**src/rtl/ysyx_24100029_wbu.sv**
```systemverilog
// ============================================================================
// Module   : ysyx_24100029_wbu
// Brief    : Write-back stage. Latches the LSU payload, retires one
//            instruction per cycle, and drives the RF/CSR write ports.
// Revision : 1.0 - initial release
// ============================================================================
`default_nettype none

module ysyx_24100029_wbu (
  input  logic        clock,
  input  logic        reset,
  input  logic [31:0] pc,
  input  logic [31:0] inst,
  input  logic [31:0] Ex_result,
  input  logic [31:0] csrs,
  input  logic [31:0] LSU_Rdata,
  input  logic [4:0]  rd,
  input  logic        R_wen,
  input  logic [3:0]  csr_wen,
  input  logic        mem_ren,
  input  logic        jump_flag,
  input  logic        valid_last,
  output logic        ready_last,
  output logic        rf_wen,
  output logic [4:0]  rf_waddr,
  output logic [31:0] rf_wdata,
  output logic [3:0]  csr_we,
  output logic [31:0] csr_wdata,
  output logic        commit,
  output logic [31:0] commit_pc,
  output logic [31:0] commit_inst,
  output logic        commit_jump,
  output logic [63:0] minstret
);

  typedef enum logic [0:0] {
    ST_IDLE   = 1'b0,
    ST_COMMIT = 1'b1
  } state_t;

  state_t      r_state;
  state_t      w_state_next;
  logic        w_accept;
  logic        w_commit;

  logic [31:0] r_pc;
  logic [31:0] r_inst;
  logic [31:0] r_ex_result;
  logic [31:0] r_csrs;
  logic [31:0] r_lsu_rdata;
  logic [4:0]  r_rd;
  logic        r_r_wen;
  logic [3:0]  r_csr_wen;
  logic        r_mem_ren;
  logic        r_jump_flag;
  logic [63:0] r_minstret;

  assign ready_last = 1'b1;
  assign w_accept   = valid_last & ready_last;
  assign w_commit   = (r_state == ST_COMMIT);

  always_ff @(posedge clock) begin
    if (reset) begin
      r_state <= ST_IDLE;
    end else begin
      r_state <= w_state_next;
    end
  end

  always_comb begin
    w_state_next = r_state;
    case (r_state)
      ST_IDLE:   if (w_accept)  w_state_next = ST_COMMIT;
      ST_COMMIT: if (!w_accept) w_state_next = ST_IDLE;
      default:   w_state_next = ST_IDLE;
    endcase
  end

  always_ff @(posedge clock) begin
    if (reset) begin
      r_pc        <= 32'd0;
      r_inst      <= 32'd0;
      r_ex_result <= 32'd0;
      r_csrs      <= 32'd0;
      r_lsu_rdata <= 32'd0;
      r_rd        <= 5'd0;
      r_r_wen     <= 1'b0;
      r_csr_wen   <= 4'd0;
      r_mem_ren   <= 1'b0;
      r_jump_flag <= 1'b0;
    end else if (w_accept) begin
      r_pc        <= pc;
      r_inst      <= inst;
      r_ex_result <= Ex_result;
      r_csrs      <= csrs;
      r_lsu_rdata <= LSU_Rdata;
      r_rd        <= rd;
      r_r_wen     <= R_wen;
      r_csr_wen   <= csr_wen;
      r_mem_ren   <= mem_ren;
      r_jump_flag <= jump_flag;
    end
  end

  // Reset takes priority, so a retirement caught by reset is never counted.
  always_ff @(posedge clock) begin
    if (reset) begin
      r_minstret <= 64'd0;
    end else if (w_commit) begin
      r_minstret <= r_minstret + 64'd1;
    end
  end

  // Loads return memory data; CSR ops write the old CSR value to rd.
  always_comb begin
    rf_wdata = r_ex_result;
    if (r_mem_ren) begin
      rf_wdata = r_lsu_rdata;
    end else if (r_csr_wen != 4'd0) begin
      rf_wdata = r_csrs;
    end
  end

  assign commit      = w_commit;
  assign rf_wen      = w_commit & r_r_wen & (r_rd != 5'd0);
  assign rf_waddr    = r_rd;
  assign csr_we      = w_commit ? r_csr_wen : 4'd0;
  assign csr_wdata   = r_ex_result;
  assign commit_pc   = r_pc;
  assign commit_inst = r_inst;
  assign commit_jump = r_jump_flag;
  assign minstret    = r_minstret;

endmodule

`default_nettype wire
```
**config.mk**
```make
export PLATFORM = sky130hd
export DESIGN_NAME = ysyx_24100029_wbu
export DESIGN_NICKNAME = d
export VERILOG_FILES = /design/src/rtl/ysyx_24100029_wbu.sv
export SDC_FILE = /design/constraint.sdc
export NUM_CORES = 1
export LEC_CHECK = 0
export CORE_UTILIZATION = 44
export DETAILED_ROUTE_END_ITERATION = 10
export GPL_ROUTABILITY_DRIVEN = 0
export GPL_TIMING_DRIVEN = 0
export PLACE_DENSITY = 0.81
export SYNTH_ARGS = -nofsm -noshare
export SYNTH_HDL_FRONTEND = slang
export SYNTH_SLANG_ARGS = --single-unit
```
**constraint.sdc**
```tcl
create_clock -name clock -period 2.35 [get_ports clock]
set_input_delay 0.235 -clock clock [delete_from_list [all_inputs] [get_ports clock]]
set_output_delay 0.235 -clock clock [all_outputs]
set_load 0.01 [all_outputs]
```
==> summary by stage <==
Critical path
The launching element type of the critical path is a flip-flop. The most critical setup path has its endpoint at rf_wdata[14]. The critical path is of the reg -> out type. The largest single stage delay on the critical path is 330 ps. The kind of cell with the highest combined delay along the critical path is buffers and inverters. The worst setup path is captured at an output port. The worst setup path startpoint is r_csr_wen[2]. Of all nets on the critical path, the largest fanout is 5. In this run the critical register-to-register path is captured at minstret[51]. In this run the number of cells on the critical path is 8. The count of cells along the worst register-to-register path is 6. STA puts the critical path data arrival time at 2140 ps. Together, buffers and inverters on the worst path number 5. In this design, the critical path's most frequently occurring cell is buf_6. The slack of the worst reg-to-reg path is 120 ps.

The slowest stage of the critical path belongs to the cell dfxtp_2. The critical path goes through nor4_4, buf_6, buf_12, buf_8, buf_6, mux2i_4, o21ai_2, buf_2. STA puts the critical path data required time at 2120 ps. The startpoint of the worst register-to-register path is minstret[7].

Synthesis
After synthesis, the cell types taking the most area are dfxtp_1 49%, mux2i_1 21%, nor2_1 8.0%. The top cell type's share of synthesized area is 0.4907. The commonest register cell after synthesis is dfxtp_1. Dividing the synthesized area by the synthesized cell count gives 9.405 um2. In this run, distinct cell masters in the synthesized netlist total 34. The post-synthesis net count is 1204. The number of enable-type register cells in the synthesized netlist is 0. For this run, the number of Yosys warnings is 0. The cell area after synthesis is 9668 um2. The number of instances in the synthesized netlist is 1028.

The flip-flop and latch count after synthesis is 237. The proportion of synthesized chip area in sequential cells is 0.4907. The fraction of registers with async set or reset after synthesis is 0. The cell taking the most area after synthesis is dfxtp_1.

Power and ir drop
Of the total power, the share spent switching nets is 0.2411. The worst-case IR drop observed on VDD is 0.5984 mV. The power share of the clock group is 0.413.

The logic gate share of total power is 0.145. The leakage power is 0.006087 uW. The analysis attributes to net switching a power of 2356 uW. The total power divided by cell area is 655.3 nW/um2. The post-route total power is 9770 uW. The internal portion of total power is 7414 uW.

Of the total power, registers draw 0.442.

GRT
The number of antenna violations at the first check in global routing is 1. The pin count of the biggest net entering global routing is 13. The number of global-route vias before repair is 8862.

The first-pass GRT wire length is 47630 um. The overall global routing resource usage is 0.2700. Summed over all layers, the global routing overflow is 0.

STA
The final critical-path share of the clock period is 1.013. For the pin with the worst max-slew slack, the measured transition is 898.7 ps. The clock arrives with 15.65 ps of skew.

The worst slew margin relative to its limit is 0.4009. The highest clock rate is 0.4202 GHz. The tightest hold path in the finished design has a slack of 182.6 ps. The number of hold violations in the final report came to 0. Once routing completed, OpenROAD measured the worst setup slack at -29.81 ps. Setup violations remaining at the end of the flow were counted as 3. The time the final worst path needs with I/O delays and setup is 2380 ps. Setup repair after global routing could not meet its margin everywhere. The final-report max-slew violation count is 0.

Floorplan
The number of top-level pins is 380. The initialized floorplan defines 53 standard-cell rows. The effective utilization at floorplan is 0.4542. In this run the standard cell core region covers 21290 um2. The die outline area is 22570 um2. The die extent in y is 150.2 um. In this run the horizontal extent of the chip is 150.2 um.

Routing
The wire length reported by the detailed router is 31940 um. The number of vias after detailed routing is 9122. The length of the first detailed-routing pass in iterations is 5. Dividing the detail-routed wire length by the instance count gives 18.34 um. After the first detailed-routing iteration, the DRC count stood at 422. The via-per-instance ratio is 5.237. The post-detailed-route DRC marker count is 0. The number of antenna-violating nets in the routed design is 0.

Layout
The final cell utilization of the core is 0.7003. The fraction of final layout cells with drive strength greater than 1 is 0.07981. From synthesis to final layout, the design area changed by 54.20%. The net count of the finished layout is 1624. Once layout is done, the placed cells without fillers occupy 14910 um2.

Worst hold path
The worst hold path belongs to the class in -> reg.

Clocking
TritonCTS built the clock tree. The clock passes through at most 3 buffers. The CTS buffer count is 26. In this run the number of H-tree levels came out at 1. The number of sinks driven by the clock tree is 237. In this run, post-CTS hold repair placed 0 buffers. In this run the clock root is driven by a clkbuf_16.

After clock tree synthesis, the clock-pin slew on the worst setup and hold paths is 60 ps. The latest clock arrival within the worst-skew pair is 520 ps.

Placed design
The placement-stage cell area is 13780 um2. OpenSTA, run right after detailed placement, puts the worst setup slack at -1123 ps. The detailed-placement wirelength estimate is 23170 um.

During placement, the flow inserted port buffers numbering 376.

Run status
The run finished, with violations left. The final reports fail on setup timing.

Flow run
The total of max-cap violations is 0.
## cells in the mapped netlist, drive strengths merged, types with 3 or more instances
library cell  number
o21ai             60
and2               5
nor3               6
buf               21
and3               7
o31ai              6
xor2              20
mux2i            205
and4               3
nor2             207
nand3             31
nand2             51
dfxtp            237
clkbuf            42
nand4             26
inv                4
or3               33
a21oi             34
or4                6
xnor2              9
nor4              11
## logic make-up (layout without fill, tap and decap cells)
group           count (synthesis)  in the layout  share of synthesized area
mux                           205            205                     0.2122
xor+xnor                       29             29                    0.02627
buf+inv                        67            505                    0.02808
simple gates                  387            387                     0.1866
fa+ha+maj                       1              1                   0.001294
flops                         237            237                     0.4907
compound gates                101            101                    0.05435
other cells                     1              2                  0.0003879
## registers in the layout, summed over array words and instances (netlist names)
name         count
minstret        64
commit_inst     32
commit_pc       32
csr_wdata       32
r_csrs          32
r_lsu_rdata     32
rf_waddr         5
r_csr_wen        4
commit           1
commit_jump      1
r_mem_ren        1
r_r_wen          1
## placed cells by master, fill, tap and decap left out, types with 20 or more instances in the layout
master / Yosys / routed
xor2_1: 20 / 20
nor2_1: 207 / 206
clkbuf_2: 0 / 20
nand4_1: 23 / 23
clkbuf_16: 0 / 28
dfxtp_1: 237 / 231
a21oi_1: 34 / 34
or3_1: 33 / 33
nand3_1: 31 / 28
o21ai_0: 60 / 51
clkdlybuf4s50_1: 0 / 343
clkbuf_1: 42 / 43
mux2i_1: 205 / 201
nand2_1: 51 / 51
## layout make-up
| class | instances | area [um2] |
|---|---|---|
| Antenna cell | 1 | 2.502 |
| Buffer | 62 | 301.5 |
| Clock buffer | 42 | 792.0 |
| Clock inverter | 4 | 48.80 |
| Fill cell | 1593 | 6379 |
| Inverter | 4 | 15.01 |
| Multi-Input combinational cell | 724 | 4802 |
| Sequential cell | 237 | 4752 |
| Tap cell | 275 | 344.1 |
| Timing Repair Buffer | 393 | 3850 |
## how the worst min path moves through the flow
| stage | from | endpoint | slack (ps) | cells after the start |
|---|---|---|---|---|
| final | reset | commit | 180 | 2 |
| after global routing | reset | commit | 210 | 2 |
| after CTS | reset | commit | 160 | 2 |
| after detailed placement | r_csrs[28] | r_csrs[28] | 480 | 2 |
| after global placement | minstret[63] | minstret[63] | 470 | 2 |
| after floorplan | csrs[0] | r_csrs[0] | 380 | 2 |
## power groups by stage
stage                     clock, uW  combinational [uW]  sequential, uW
after floorplan                   0                 530            4420
after global placement            0                1330            4390
after detailed placement          0                1350            4390
after CTS                      4080                1380            4310
after global routing           4250                1520            4330
final                          4040                1420            4320
## layer usage
layer / up-vias / wire, um / part of all wire / global-route usage
li1: 4409 / - / - / -
met1: 4340 / 12280 / 0.38 / 0.3179
met2: 326 / 15980 / 0.50 / 0.4759
met3: 47 / 2972 / 0.093 / 0.07576
met4: 0 / 712 / 0.022 / 0.07677
met5: - / 0 / 0 / 0
## repair_timing
action	4_1_cts	5_1_grt
buffers inserted	8	9
resized for setup	90	68
endpoints found under the setup margin	48	58
pin swaps	3	8
cloned	0	1
## worst reg2reg max path, delay by kind of cell, from the launching register on
kind | cells | cell delay [ps]
buf+inv | 1 | 210
simple gates | 4 | 1360
compound gates | 1 | 140
flops | 1 | 440
## per-stage QoR
| stage | cells | TNS (ps) |
|---|---|---|
| 6_report | 1742 | -78.05 |
| 5_1_grt | 1742 | -869.4 |
| 4_1_cts | 1732 | -100.0 |
| 3_5_place_dp | 1679 | -29050 |
| 3_3_place_gp | 1679 | -26100 |
| 2_1_floorplan | 1028 | 0 |
Power figures use the tool's default switching activity.
